$ cat src/rtl/pipe_pkg.sv
// Shared ID->EXE pipeline definitions: branch encodings, the NOP command and the
// bundled field struct carried from decode into execute.
package pipe_pkg;

    localparam int unsigned PIPE_DATA_W = 32;
    localparam int unsigned PIPE_REG_W  = 5;
    localparam int unsigned PIPE_CMD_W  = 4;

    typedef enum logic [1:0] {
        BR_NONE = 2'b00,
        BR_BEZ  = 2'b01,
        BR_BNE  = 2'b10,
        BR_JMP  = 2'b11
    } br_type_e;

    localparam logic [PIPE_CMD_W-1:0] EXE_NOP = '0;

    typedef struct packed {
        logic [PIPE_DATA_W-1:0] pc;
        logic [PIPE_DATA_W-1:0] val1;
        logic [PIPE_DATA_W-1:0] val2;
        logic [PIPE_DATA_W-1:0] st_val;
        logic [PIPE_REG_W-1:0]  dest;
        logic [PIPE_REG_W-1:0]  src1;
        logic [PIPE_REG_W-1:0]  src2;
        logic [PIPE_CMD_W-1:0]  exe_cmd;
        logic                   mem_r_en;
        logic                   mem_w_en;
        logic                   wb_en;
        br_type_e               br_type;
    } id_exe_t;

endpackage

$ cat src/rtl/sat_counter.sv
// Saturating up-counter with synchronous active-high clear; sticks at all-ones.
module sat_counter #(
    parameter int unsigned CNT_W = 16
) (
    input  logic             clk,
    input  logic             rst,
    input  logic             inc,
    output logic [CNT_W-1:0] count
);

    logic [CNT_W-1:0] count_q;

    always_ff @(posedge clk) begin
        if (rst) begin
            count_q <= '0;
        end else if (inc && (count_q != '1)) begin
            count_q <= count_q + 1'b1;
        end
    end

    assign count = count_q;

endmodule

$ cat src/rtl/id_exe_pipe_reg.sv
// ID->EXE pipeline register with freeze, flush and hazard bubbles, plus saturating
// perf counters for bubbles caused by hazards and by flushes.
module id_exe_pipe_reg
    import pipe_pkg::*;
#(
    // Field widths must match the package struct widths.
    parameter int unsigned DATA_W = PIPE_DATA_W,
    parameter int unsigned REG_W  = PIPE_REG_W,
    parameter int unsigned CMD_W  = PIPE_CMD_W,
    parameter int unsigned CNT_W  = 16
) (
    input  logic              clk,
    input  logic              rst,
    input  logic              freeze,
    input  logic              flush,
    input  logic              hazard,
    input  logic              id_valid,
    input  logic [DATA_W-1:0] id_pc,
    input  logic [DATA_W-1:0] id_val1,
    input  logic [DATA_W-1:0] id_val2,
    input  logic [DATA_W-1:0] id_st_val,
    input  logic [REG_W-1:0]  id_dest,
    input  logic [REG_W-1:0]  id_src1,
    input  logic [REG_W-1:0]  id_src2,
    input  logic [CMD_W-1:0]  id_exe_cmd,
    input  logic              id_mem_r_en,
    input  logic              id_mem_w_en,
    input  logic              id_wb_en,
    input  logic [1:0]        id_br_type,
    output logic              exe_valid,
    output logic [DATA_W-1:0] exe_pc,
    output logic [DATA_W-1:0] exe_val1,
    output logic [DATA_W-1:0] exe_val2,
    output logic [DATA_W-1:0] exe_st_val,
    output logic [REG_W-1:0]  exe_dest,
    output logic [REG_W-1:0]  exe_src1,
    output logic [REG_W-1:0]  exe_src2,
    output logic [CMD_W-1:0]  exe_exe_cmd,
    output logic              exe_mem_r_en,
    output logic              exe_mem_w_en,
    output logic              exe_wb_en,
    output logic [1:0]        exe_br_type,
    output logic [CNT_W-1:0]  bubble_cnt,
    output logic [CNT_W-1:0]  flush_cnt
);

    id_exe_t id_fields;
    id_exe_t fields_d, fields_q;
    logic    valid_d, valid_q;
    logic    flush_inc, bubble_inc;

    always_comb begin
        id_fields          = '0;
        id_fields.pc       = id_pc;
        id_fields.val1     = id_val1;
        id_fields.val2     = id_val2;
        id_fields.st_val   = id_st_val;
        id_fields.dest     = id_dest;
        id_fields.src1     = id_src1;
        id_fields.src2     = id_src2;
        id_fields.exe_cmd  = id_exe_cmd;
        id_fields.mem_r_en = id_mem_r_en;
        id_fields.mem_w_en = id_mem_w_en;
        id_fields.wb_en    = id_wb_en;
        id_fields.br_type  = br_type_e'(id_br_type);
    end

    always_comb begin
        fields_d = fields_q;
        valid_d  = valid_q;
        if (!freeze) begin
            if (flush || hazard) begin
                // Bubble: operand/PC fields are don't-care and simply held.
                valid_d           = 1'b0;
                fields_d.dest     = '0;
                fields_d.src1     = '0;
                fields_d.src2     = '0;
                fields_d.exe_cmd  = EXE_NOP;
                fields_d.mem_r_en = 1'b0;
                fields_d.mem_w_en = 1'b0;
                fields_d.wb_en    = 1'b0;
                fields_d.br_type  = BR_NONE;
            end else begin
                fields_d = id_fields;
                valid_d  = id_valid;
                // An invalid slot must be as side-effect free as a bubble.
                if (!id_valid) begin
                    fields_d.mem_r_en = 1'b0;
                    fields_d.mem_w_en = 1'b0;
                    fields_d.wb_en    = 1'b0;
                    fields_d.br_type  = BR_NONE;
                end
            end
        end
    end

    always_ff @(posedge clk) begin
        if (rst) begin
            fields_q <= '0;
            valid_q  <= 1'b0;
        end else begin
            fields_q <= fields_d;
            valid_q  <= valid_d;
        end
    end

    // Simultaneous flush and hazard is accounted as a flush only.
    assign flush_inc  = !freeze && flush;
    assign bubble_inc = !freeze && !flush && hazard;

    sat_counter #(
        .CNT_W (CNT_W)
    ) u_bubble_cnt (
        .clk   (clk),
        .rst   (rst),
        .inc   (bubble_inc),
        .count (bubble_cnt)
    );

    sat_counter #(
        .CNT_W (CNT_W)
    ) u_flush_cnt (
        .clk   (clk),
        .rst   (rst),
        .inc   (flush_inc),
        .count (flush_cnt)
    );

    assign exe_valid    = valid_q;
    assign exe_pc       = fields_q.pc;
    assign exe_val1     = fields_q.val1;
    assign exe_val2     = fields_q.val2;
    assign exe_st_val   = fields_q.st_val;
    assign exe_dest     = fields_q.dest;
    assign exe_src1     = fields_q.src1;
    assign exe_src2     = fields_q.src2;
    assign exe_exe_cmd  = fields_q.exe_cmd;
    assign exe_mem_r_en = fields_q.mem_r_en;
    assign exe_mem_w_en = fields_q.mem_w_en;
    assign exe_wb_en    = fields_q.wb_en;
    assign exe_br_type  = fields_q.br_type;

endmodule
$ cat config.mk
export PLATFORM = sky130hd
export DESIGN_NAME = id_exe_pipe_reg
export DESIGN_NICKNAME = d
export VERILOG_FILES = /design/src/rtl/pipe_pkg.sv /design/src/rtl/sat_counter.sv /design/src/rtl/id_exe_pipe_reg.sv
export SDC_FILE = /design/constraint.sdc
export NUM_CORES = 1
export LEC_CHECK = 0
export CAP_MARGIN = 0
export CELL_PAD_IN_SITES_DETAIL_PLACEMENT = 1
export CELL_PAD_IN_SITES_GLOBAL_PLACEMENT = 2
export CORE_MARGIN = 2
export CORE_UTILIZATION = 23
export DETAILED_ROUTE_END_ITERATION = 10
export HOLD_SLACK_MARGIN = 0.02
export PLACE_DENSITY = 0.93
export RECOVER_POWER = 25
export SLEW_MARGIN = 20
export SYNTH_ARGS = -nofsm -noshare
export SYNTH_HDL_FRONTEND = slang
export SYNTH_SLANG_ARGS = --single-unit
$ cat constraint.sdc
create_clock -name clk -period 2.82 [get_ports clk]
set_clock_uncertainty 0.1 [all_clocks]
set_input_delay 0.282 -clock clk [delete_from_list [all_inputs] [get_ports clk]]
set_output_delay 0.282 -clock clk [all_outputs]
set_load 0.01 [all_outputs]
After elaboration in Yosys (flattened, before gate mapping)
Cells that the tools add are included.
- equal/unequal tests: 2
- shifts and indexed selects: 0
- muxes and demuxes: 3
- reduce and logical (&&, ||, !) cells: 9
- magnitude comparators: 0
- div/mod/pow operators: 0
- bitwise logic cells: 2
- multipliers: 0
- add/sub/neg operators: 2
- operator list (operator ; number):
    16-bit by 1-bit adder with 16-bit output (second input constant) ; 2
    16-bit inequality test (second input constant) ; 2
    24-bit two-way mux ; 1
    1-bit logical AND ; 5
    5-bit two-way mux ; 1
    1-bit logical NOT ; 2
    1-bit inverter ; 2
    2-bit AND reduction ; 1
    1-bit logical OR ; 1
    1-bit two-way mux ; 1
- output and inout bits: 185
- ROM bits: 0
- memories kept: 0
- bits in writable memories: 0
- bits of input ports: 158
- logic and storage cells: 33
- flip-flop bits (word level): 185
- latch bits: 0

Logic depth before layout (Yosys ltp)
Gate-level depths: netlist of run 1.
- word-level depth: 4
- gate-level depth with buffers: 7
- mapped depth without buffers: 6

Modules after synthesis
A second synthesis of run 1 with hierarchy kept.
- cells, all modules: 883
- area, all modules: 8624.5 µm²
- by module, submodules not included (module ; area each (µm²) ; times used ; sequential area each (µm²) ; cells an instance):
    id_exe_pipe_reg ; 6927.9 ; 1 ; 3062.9 ; 685
    sat_counter ; 848.3 ; 2 ; 320.3 ; 99

Worst setup path after synthesis of run 1
OpenSTA, ideal clock, no wires.
- kind: reg2reg
- start point: register u_flush_cnt.count_q[0] (netlist: u_flush_cnt.count[0])
- end point: register u_flush_cnt.count_q[5] (netlist: u_flush_cnt.count[5])
- path slack: 918 ps
- period minus slack after synthesis: 1902 ps
- data required time: 2592 ps
- buffers on the path: 0
- stages on the path, launching flop included: 7
- arrival time: 1675 ps
- setup time: 128 ps
- path through: dfxtp_1 > ha_1 > nand3_1 > o41ai_2 > nor3_1 > xnor2_1 > nor2_1
- word-level cells in the longest chain between the ends: 2
- elaborated cells between the ends (all ways): 3
- classes of those cells: add/sub: 1; eq/ne: 1; reduce/logical: 1
- RTL lines (element ; line ; text):
    start, declared ; sat_counter.sv:11 ; logic [CNT_W-1:0] count_q;
    start signal, assigned ; sat_counter.sv:17 ; count_q <= count_q + 1'b1;
    parallel branches: the longest is 2 deep, another holds 16-bit by 1-bit adder with 16-bit output ; -- ;
Parallel ways; which one is timed is not known.
A chain may end at the register's enable or synchronous reset.

Worst setup path after layout of run 1
Ends and elaborated chain as after synthesis.

==> results of run 1 <==
[power groups by stage]
stage               Sequential [uW]  Clock, uW  Combinational [uW]
finish                         2720       2540                 626
global placement               2780          0                 627
floorplan                      2810          0                 170
CTS                            2720       2630                 642
detailed placement             2780          0                 637
global route                   2730       2730                 677
[final timing paths]
kind                                                          end  slack (ps)                               from
worst min-delay path                     exe_src2[4]$_SDFFE_PP0N_         110                                rst
worst max register to register  u_flush_cnt.count[5]$_SDFFE_PP0P_         580  u_flush_cnt.count[0]$_SDFFE_PP0P_
worst max-delay path            u_flush_cnt.count[5]$_SDFFE_PP0P_         580  u_flush_cnt.count[0]$_SDFFE_PP0P_
worst min register to register        exe_st_val[18]$_SDFFE_PP0P_         350        exe_st_val[18]$_SDFFE_PP0P_
[layer usage]
| metal | track usage | wire, um | share of wire |
|---|---|---|---|
| met5 | 0 | 0 | 0 |
| met4 | 0.0594 | 601 | 0.025 |
| met3 | 0.0389 | 1440 | 0.059 |
| met2 | 0.267 | 11800 | 0.49 |
| met1 | 0.184 | 10400 | 0.43 |
[stage by stage]
step | worst slack [ps] | power [uW] | hold WS [ps] | util
after floorplan | 918 | 2980 | 318 | -
final | 578 | 5880 | 110 | 0.387
after detailed placement | 346 | 3420 | 347 | 0.367
after global placement | 466 | 3400 | 341 | 0.367
after CTS | 580 | 5990 | 81.7 | 0.387
after global routing | 338 | 6130 | 105 | 0.387
[flip-flops by register name, summed over array words and instances, names as in the netlist, 5 cells and up]
name / count
exe_val1: 32
exe_pc: 32
exe_dest: 5
exe_st_val: 32
exe_val2: 32
exe_src2: 5
u_flush_cnt.count: 16
exe_src1: 5
u_bubble_cnt.count: 16
[cells by family after synthesis]
kind of cell,count (synthesis),synth area share
buffers and inverters,59,0.0345
muxes,2,0.00315
and+or+nand+nor,379,0.238
xor gates and xnor gates,20,0.0260
adders and majority gates,2,0.00371
AOI/OAI and AO/OA,175,0.145
DFF,185,0.549
[layout make-up]
class                           count  area (sq um)
Clock buffer                       20           447
Clock inverter                      8           149
Fill cell                        3339         17600
Inverter                            4          15.0
Multi-Input combinational cell    578          2810
Sequential cell                   185          3700
Tap cell                          384           480
Timing Repair Buffer              350          3530
[cell usage after synthesis (2+ instances only)]
cell        n  area [sq um]
inv_1       4          15.0
and3_1      7          43.8
buf_1       3          11.3
a21oi_1   136           681
nor3_1     13          65.1
nand3_1    13          65.1
xor2_1      4          35.0
clkbuf_1   43           161
nor2_1     52           195
nand4_1     8          50.1
o21ai_0     4          20.0
nand2_1   268          1010
a22oi_1    20           150
a211oi_1    3          22.5
nor4_2      2          25.0
a31oi_1     2          12.5
dfxtp_1   185          3700
xnor2_1    16           140
nor2b_1     2          12.5
ha_1        2          25.0
or3_1       4          25.0
a32oi_1     5          43.8
and4_1      2          17.5
buf_2       9          45.0
==> flow_summary_export.csv, run 1 <==
group,metric,value,unit
grt,antenna_found_initial,0,
floorplan,design.die.area,30700,sq um
logic_synthesis,synth.avg_cell_area,8.20,sq um
clocking,clk_latency,430,ps
place,port-buffer-count,342,
clocking,clockBufferDepth,2,
drt,drc,0,
drt,via_per_inst,4.46,
cells_and_area,finalNonFillerCells,1529,
drt,wire_per_inst,15.9,um
place,place_inst,1501,
sta,clock.fmax,446,MHz
clocking,root_buffer,"clkbuf_16",
sta,period_minus_slack,2240,ps
sta,rsz0062_at_grt,"no",
worst_setup_path,arrival,2450,ps
sta,max-slew-margin-rel,0.413,
grt,grtUsageTotal,0.155,
place,placed_cell_area,10600,sq um
cells_and_area,layout_common_cells,"clkdlybuf4s50_1 (318), nand2_1 (268), dfxtp_1 (185), a21oi_1 (136), nor2_1 (52)",
pwr,clockPowerShare,0.431,
floorplan,rows,62,
min_path,holdPathStages,2,
worst_setup_path,worstPathRequired,3030,ps
grt,grt_overflow,0,
pwr,p_per_area,528,nW/um^2
min_path,hold_path.class,"input pin to register",
worst_setup_path,worst_path_largest_cell_delay,830,ps
pwr,p_switching,1350,uW
floorplan,boundaryPins,343,
sta,hold_viol_final,0,
cells_and_area,final_common_cell,"clkdlybuf4s50_1",
logic_synthesis,ys.flop_type,"dfxtp_1",
logic_synthesis,ys_types,39,
floorplan,fp.dieW,175,um
logic_synthesis,syn_inst,822,
logic_synthesis,yosysSeqAreaShare,0.549,
worst_setup_path,cpMaxStageDelayCell,"o41ai_2",
cells_and_area,n_antenna_cell,0,
logic_synthesis,synth_async_sr_flop_share,0,
worst_setup_path,reg2reg_depth,6,
pwr,ir_drop,0.341,mV
clocking,cts_resized,0,
worst_setup_path,endpoint_kind,"register",
pwr,pwr-share-comb,0.106,
sta,setup_violations,0,
logic_synthesis,yosys_register_bits,185,
worst_setup_path,critPathBufInv,0,
drt,first_iter_violations,323,
clocking,postCtsHoldBufs,0,
logic_synthesis,synth_warnings,0,
clocking,clkTransAtPathRegs,70,ps
worst_setup_path,worst_setup_path_start_kind,"register",
logic_synthesis,synth_area,6740,sq um
clocking,post_cts_buffers,0,
sta,tightest_slew,880,ps
clocking,cts_buffers,17,
sta,slew_violations,0,
logic_synthesis,syn-num-nets,982,
drt,vias,6814,
logic_synthesis,synth-edff-count,0,
flow_run,cap_violations,0,
worst_setup_path,path_max_fanout,9,
place,gp_congestion,0.773,
outcome,status,"complete, no violations",
floorplan,die_h,175,um
cells_and_area,drive_above_1_share,0.0358,
clocking,cts_tree,"yes",
sta,fin_tns_setup,0,ps
floorplan,core,28800,sq um
grt,grt_pass1_wl,37800,um
drt,firstDrtPassIters,4,
drt,wirelength,24300,um
grt,grt_pass1_vias,6955,
worst_setup_path,cp_num_cells,6,
worst_setup_path,cp_cell_sequence,"ha_1 -> nand3_1 -> o41ai_2 -> nor3_1 -> xnor2_1 -> nor2_1",
floorplan,start_util,0.234,
worst_setup_path,worst-setup-path-type,"register to register",
pwr,leakagePower,0.00383,uW
drt,ant_nets,0,
clocking,h-tree-depth,4,
place,hpwl,17000,um
worst_setup_path,cp_top_family,"compound AO/OA/AOI/OAI gates",
grt,grt_max_degree,81,
pwr,share_seq_of_total_power,0.462,
clocking,cts_sinks,185,
sta,fin_crit_sh,0.795,
cells_and_area,fin_nets,1296,
cells_and_area,design_area,11100,sq um
cells_and_area,syn2layout_area_growth,65.1,%
pwr,internal_power,4540,uW
pwr,p_sw_frac,0.229,
(Power assumes the default switching activity.)
==> inputs of run 2 (changes only) <==
--- a/config.mk
+++ b/config.mk
@@ -9,10 +9,10 @@
 export CELL_PAD_IN_SITES_DETAIL_PLACEMENT = 1
 export CELL_PAD_IN_SITES_GLOBAL_PLACEMENT = 2
 export CORE_MARGIN = 2
-export CORE_UTILIZATION = 23
+export CORE_UTILIZATION = 19
 export DETAILED_ROUTE_END_ITERATION = 10
 export HOLD_SLACK_MARGIN = 0.02
-export PLACE_DENSITY = 0.93
+export PLACE_DENSITY = 0.83
 export RECOVER_POWER = 25
 export SLEW_MARGIN = 20
 export SYNTH_ARGS = -nofsm -noshare
==> constraint.sdc (replaced) <==
create_clock -name clk -period 2 [get_ports clk]
set_clock_uncertainty 0.1 [all_clocks]
set_input_delay 0.2 -clock clk [delete_from_list [all_inputs] [get_ports clk]]
set_output_delay 0.2 -clock clk [all_outputs]
set_load 0.01 [all_outputs]
==> run 2 against run 1 <==
Critical path depth fell by 5. Worst setup slack got worse by 450 ps. Flip-flop and latch count did not move. Largest power group unchanged. Highest routed layer unchanged. Wire length rose by 5.9%. First-iteration DRC count fell by 28%. Critical endpoint is now flush_cnt[3]. Non-clock buffer count rose by 43. Sequential power rose by 41%. Worst hold slack improved by 80 ps. Largest cell class is now non-clock buffers.
==> flow_summary_export.csv, run 2 (synthesized netlist as in run 1, its figures left out) <==
group,metric,value,unit
grt,grt_max_degree,75,
clocking,root_buffer,"clkbuf_16",
worst_setup_path,cpMaxStageDelayCell,"clkdlybuf4s50_1",
clocking,clkTransAtPathRegs,80,ps
drt,drc,0,
worst_setup_path,endpoint_kind,"primary output",
cells_and_area,fin_util,0.327,
grt,grtUsageTotal,0.135,
worst_setup_path,worstPathRequired,1700,ps
sta,fin_tns_setup,0,ps
place,hpwl,18800,um
worst_setup_path,path_max_fanout,8,
grt,grt_pass1_wl,38600,um
cells_and_area,drive_above_1_share,0.0705,
drt,via_per_inst,4.20,
place,place_inst,1620,
worst_setup_path,cp_cell_sequence,"clkdlybuf4s50_1",
worst_setup_path,critPathBufInv,1,
place,placed_cell_area,11100,sq um
worst_setup_path,arrival,1570,ps
place,gp_congestion,0.754,
floorplan,fp.dieW,192,um
pwr,leakagePower,0.00394,uW
pwr,p_per_area,692,nW/um^2
cells_and_area,finalNonFillerCells,1654,
sta,setup_violations,0,
floorplan,core,35200,sq um
grt,antenna_found_initial,0,
cells_and_area,syn2layout_area_growth,70.9,%
cells_and_area,fin_nets,1339,
worst_setup_path,worst_path_largest_cell_delay,650,ps
flow_run,cap_violations,0,
grt,grt_overflow,0,
worst_setup_path,worst_setup_path_start_kind,"register",
clocking,clk_latency,450,ps
floorplan,boundaryPins,343,
cells_and_area,nFillCells,4210,
min_path,hold_path.class,"input pin to register",
clocking,h-tree-depth,4,
floorplan,start_util,0.191,
worst_setup_path,cp_top_family,"buffers and inverters",
sta,fin_crit_sh,0.933,
clocking,cts_buffers,17,
drt,firstDrtPassIters,4,
sta,rsz0062_at_grt,"no",
cells_and_area,regArea,3700,sq um
sta,period_minus_slack,1870,ps
pwr,ir_drop,0.582,mV
sta,slew_violations,0,
drt,first_iter_violations,232,
cells_and_area,layout_common_cells,"clkdlybuf4s50_1 (340), nand2_1 (268), dfxtp_1 (185), a21oi_1 (136), nor2_1 (52)",
place,port-buffer-count,342,
clocking,cts_tree,"yes",
sta,clock.fmax,536,MHz
sta,tightest_slew,640,ps
cells_and_area,design_area,11500,sq um
sta,hold_viol_final,0,
grt,grt_pass1_vias,6915,
cells_and_area,final_common_cell,"clkdlybuf4s50_1",
worst_setup_path,worst-setup-path-type,"register to primary output",
clocking,cts_sinks,185,
drt,ant_nets,0,
sta,max-slew-margin-rel,0.573,
outcome,status,"complete, no violations",
drt,vias,6940,
floorplan,rows,69,
clocking,clockBufferDepth,2,
drt,wire_per_inst,15.5,um
floorplan,die_h,192,um
drt,wirelength,25700,um
cells_and_area,multiInputGateArea,2820,sq um
floorplan,design.die.area,37000,sq um
[run 2: cell types whose count changed in the layout (fill, tap and decap cells not counted), moves of 4 or more]
| cell | delta |
|---|---|
| buf_4 | +30 |
| clkdlybuf4s50_1 | +22 |
| dlygate4sd3_1 | -21 |
| inv_6 | +5 |
| bufinv_16 | -4 |
| clkbuf_1 | +4 |
[run 2: report_power, final]
group          total [uW]  switching [uW]  internal [uW]
Sequential           3830            49.3           3780
Clock                3220            1570           1640
Combinational         933             383            550
[run 2: stage by stage]
step                setup WS [ps]  total power (uW)  hold slack (ps)
floorplan                    97.5              4200              236
global placement             -117              4860              341
detailed placement           -175              4880              347
CTS                          98.8              8190              159
global route                 20.0              8380              172
finish                        133              7980              191
[run 2: worst paths after layout]
kind / start / end / slack, ps / cells past startpoint
worst max-delay path: u_flush_cnt.count[3]$_SDFFE_PP0P_ / flush_cnt[3] / 130 / 1
worst min-delay path: id_pc[14] / exe_pc[14]$_SDFFE_PP0P_ / 190 / 3
worst max register to register: u_bubble_cnt.count[6]$_SDFFE_PP0P_ / u_bubble_cnt.count[7]$_SDFFE_PP0P_ / 170 / 7
worst min register to register: exe_st_val[26]$_SDFFE_PP0P_ / exe_st_val[26]$_SDFFE_PP0P_ / 350 / 2
[run 2: routing by layer]
metal	vias to the layer above	global-route usage	share of wire
met3	27	0.0487	0.066
met2	172	0.229	0.49
li1	3449	-	-
met4	0	0.0402	0.014
met5	-	0	0
met1	3292	0.160	0.43
[run 2: layout make-up]
cell class	instances	share of cell area
sequential	185	0.321
clock buffer	20	0.0387
inverter	4	0.00130
tap	461	0.0500
antenna	1	0.000217
multi-input combinational	578	0.244
timing repair buffer	393	0.336
clock inverter	12	0.00792
[run 2: what timing repair did]
action                                  4_1_cts  5_1_grt
setup buffers                                 0        0
endpoints found under the hold margin        10        0
hold buffers                                  1        0
endpoints found under the setup margin        0        3
resized for setup                             0        2
[run 2: worst reg2reg max path, delay by kind of cell (launching register included)]
kind	cells	cell delay, ps
buf+inv	2	380
compound gates	1	90
flops	1	450
xor+xnor	1	150
simple gates	3	530
==> inputs of run 3 (changes only) <==
--- a/config.mk
+++ b/config.mk
@@ -8,13 +8,13 @@
 export CAP_MARGIN = 0
 export CELL_PAD_IN_SITES_DETAIL_PLACEMENT = 1
 export CELL_PAD_IN_SITES_GLOBAL_PLACEMENT = 2
-export CORE_MARGIN = 2
+export CORE_MARGIN = 10
 export CORE_UTILIZATION = 19
 export DETAILED_ROUTE_END_ITERATION = 10
+export GPL_TIMING_DRIVEN = 0
 export HOLD_SLACK_MARGIN = 0.02
 export PLACE_DENSITY = 0.83
 export RECOVER_POWER = 25
-export SLEW_MARGIN = 20
 export SYNTH_ARGS = -nofsm -noshare
 export SYNTH_HDL_FRONTEND = slang
 export SYNTH_SLANG_ARGS = --single-unit
==> run 3 against run 2 <==
Combinational power is 0.9% lower. Wire length rose by 20%. First-iteration DRC count rose by 16%. Sequential share of layout area is 0.21 points higher. Sequential power about the same. Non-clock buffer count rose by 12. Worst hold slack lost 86 ps.
==> flow_summary_export.csv, run 3 (synthesized netlist as in run 1, its figures left out) <==
group,metric,value,unit
place,gp_congestion,0.754,
min_path,hp-start,"rst",
grt,grt_pass1_vias,7345,
drt,wire_per_inst,18.6,um
worst_setup_path,arrival,2110,ps
cells_and_area,fin_util,0.330,
drt,firstDrtPassIters,4,
floorplan,fp.dieW,208,um
sta,setup_ws,125,ps
cells_and_area,fin_nets,1351,
cells_and_area,nFillCells,4112,
floorplan,boundaryPins,343,
floorplan,design.die.area,43400,sq um
worst_setup_path,rrSetupSlack,120,ps
clocking,cts_buffers,17,
place,pre_cts_ws,-1160,ps
worst_setup_path,worst-setup-path-type,"register to register",
cells_and_area,drive_above_1_share,0.0731,
drt,drc,0,
grt,grt_pass1_wl,46600,um
floorplan,die_h,208,um
sta,hold_viol_final,0,
drt,wirelength,30900,um
pwr,p_per_area,719,nW/um^2
sta,holdWs,105,ps
clocking,cts_sinks,185,
sta,max-slew-margin-rel,0.502,
sta,slew_violations,0,
flow_run,cap_violations,0,
pwr,leakagePower,0.00421,uW
worst_setup_path,worst_path_largest_cell_delay,400,ps
cells_and_area,final_common_cell,"nand2_1",
worst_setup_path,cpMaxStageDelayCell,"dfxtp_2",
clocking,cts_tree,"yes",
worst_setup_path,timing.rr.start,"u_bubble_cnt.count[5]$_SDFFE_PP0P_",
worst_setup_path,worstPathRequired,2230,ps
drt,via_per_inst,4.26,
floorplan,start_util,0.194,
place,port-buffer-count,341,
sta,period_minus_slack,1880,ps
worst_setup_path,cp_top_family,"simple AND/OR/NAND/NOR gates",
sta,fin_crit_sh,0.938,
grt,grt_overflow,0,
sta,rsz0062_at_grt,"yes",
drt,vias,7075,
grt,grt_max_degree,17,
sta,tightest_slew,747,ps
min_path,hold_path.class,"input pin to register",
worst_setup_path,worst_setup_path_start_kind,"register",
clocking,clk_latency,450,ps
worst_setup_path,path_max_fanout,5,
sta,clock.fmax,533,MHz
worst_setup_path,reg2reg_to,"u_bubble_cnt.count[15]$_SDFFE_PP0P_",
drt,first_iter_violations,269,
clocking,root_buffer,"clkbuf_16",
worst_setup_path,cp_cell_sequence,"nand4_4 -> or2_1 -> nor4_4 -> nand3_1 -> mux2_1",
clocking,h-tree-depth,4,
floorplan,rows,68,
min_path,hold_path_end,"u_bubble_cnt.count[15]$_SDFFE_PP0P_",
grt,grtUsageTotal,0.138,
worst_setup_path,endpoint_kind,"register",
cells_and_area,layout_common_cells,"nand2_1 (268), clkdlybuf4s50_1 (255), dfxtp_1 (176), a21oi_1 (136), dlygate4sd3_1 (86)",
grt,antenna_found_initial,1,
clocking,clockBufferDepth,2,
sta,setup_violations,0,
pwr,ir_drop,0.590,mV
cells_and_area,syn2layout_area_growth,70.4,%
floorplan,core,34800,sq um
drt,ant_nets,0,
min_path,holdPathStages,3,
place,hpwl,24000,um
clocking,clkTransAtPathRegs,70,ps
worst_setup_path,reg2reg_depth,5,
outcome,status,"complete, no violations",
worst_setup_path,critPathBufInv,0,
run 3: cell count changes in the layout (fill, tap and decap cells not counted), sizes merged, moves of 2 or more:
cell and delta:
buf -21, clkdlybuf4s50 -85, clkbuf +33, bufinv +2, dlygate4sd3 +84
run 3: cell type report:
class                           instances  area (sq um)  share of cell area
Buffer                                 54           239              0.0208
Antenna cell                            2          5.00            0.000435
Sequential cell                       185          3720               0.323
Inverter                                4          15.0             0.00131
Multi-Input combinational cell        578          2870               0.249
Clock inverter                         13           144              0.0125
Tap cell                              455           569              0.0495
Clock buffer                           19           443              0.0385
Timing Repair Buffer                  351          3500               0.304
run 3: through the flow:
step | setup TNS, ps | power (uW) | instance area [sq um] | cells
3_5_place_dp | -151050 | 4860 | 10700 | 1618
5_1_grt | -2.87 | 8660 | 11500 | 1659
4_1_cts | 0 | 8460 | 11400 | 1655
2_1_floorplan | 0 | 4200 | 6740 | 822
3_3_place_gp | -148870 | 4850 | 10700 | 1618
6_report | 0 | 8260 | 11500 | 1661
run 3: worst reg2reg max path: stages, from the launching register on:
cell     delay [ps]
dfxtp_2         400
nand4_4         170
or2_1           320
nor4_4          350
nand3_1         120
mux2_1          310
run 3: metal layers:
metal | wire (um) | GRT usage | vias up | part of all wire
li1 | - | - | 3485 | -
met1 | 12800 | 0.155 | 3373 | 0.41
met2 | 15500 | 0.239 | 190 | 0.50
met3 | 2210 | 0.0511 | 27 | 0.071
met4 | 369 | 0.0384 | 0 | 0.012
met5 | 0 | 0 | - | 0
run 3: worst max-delay path by stage:
stage,start,endpoint,cells past startpoint
6_report,u_bubble_cnt.count[5]$_SDFFE_PP0P_,u_bubble_cnt.count[15]$_SDFFE_PP0P_,5
5_1_grt,u_flush_cnt.count[13]$_SDFFE_PP0P_,u_flush_cnt.count[13]$_SDFFE_PP0P_,5
3_5_place_dp,freeze,exe_val2[29]$_SDFFE_PP0P_,7
2_1_floorplan,u_flush_cnt.count[0]$_SDFFE_PP0P_,u_flush_cnt.count[7]$_SDFFE_PP0P_,6
3_3_place_gp,freeze,exe_val2[18]$_SDFFE_PP0P_,7
4_1_cts,freeze,exe_val2[8]$_SDFFE_PP0P_,7
run 3: where the power goes:
| group | switching [uW] | internal, uW |
|---|---|---|
| Clock | 1610 | 1890 |
| Combinational | 413 | 512 |
| Sequential | 49.7 | 3780 |
run 3: timing repair:
item | in CTS | in global routing
setup endpoints to repair | 162 | 112
gates resized for setup | 15 | 32
pin swaps | 3 | 3
setup buffers | 5 | 5
hold buffers | 0 | 0
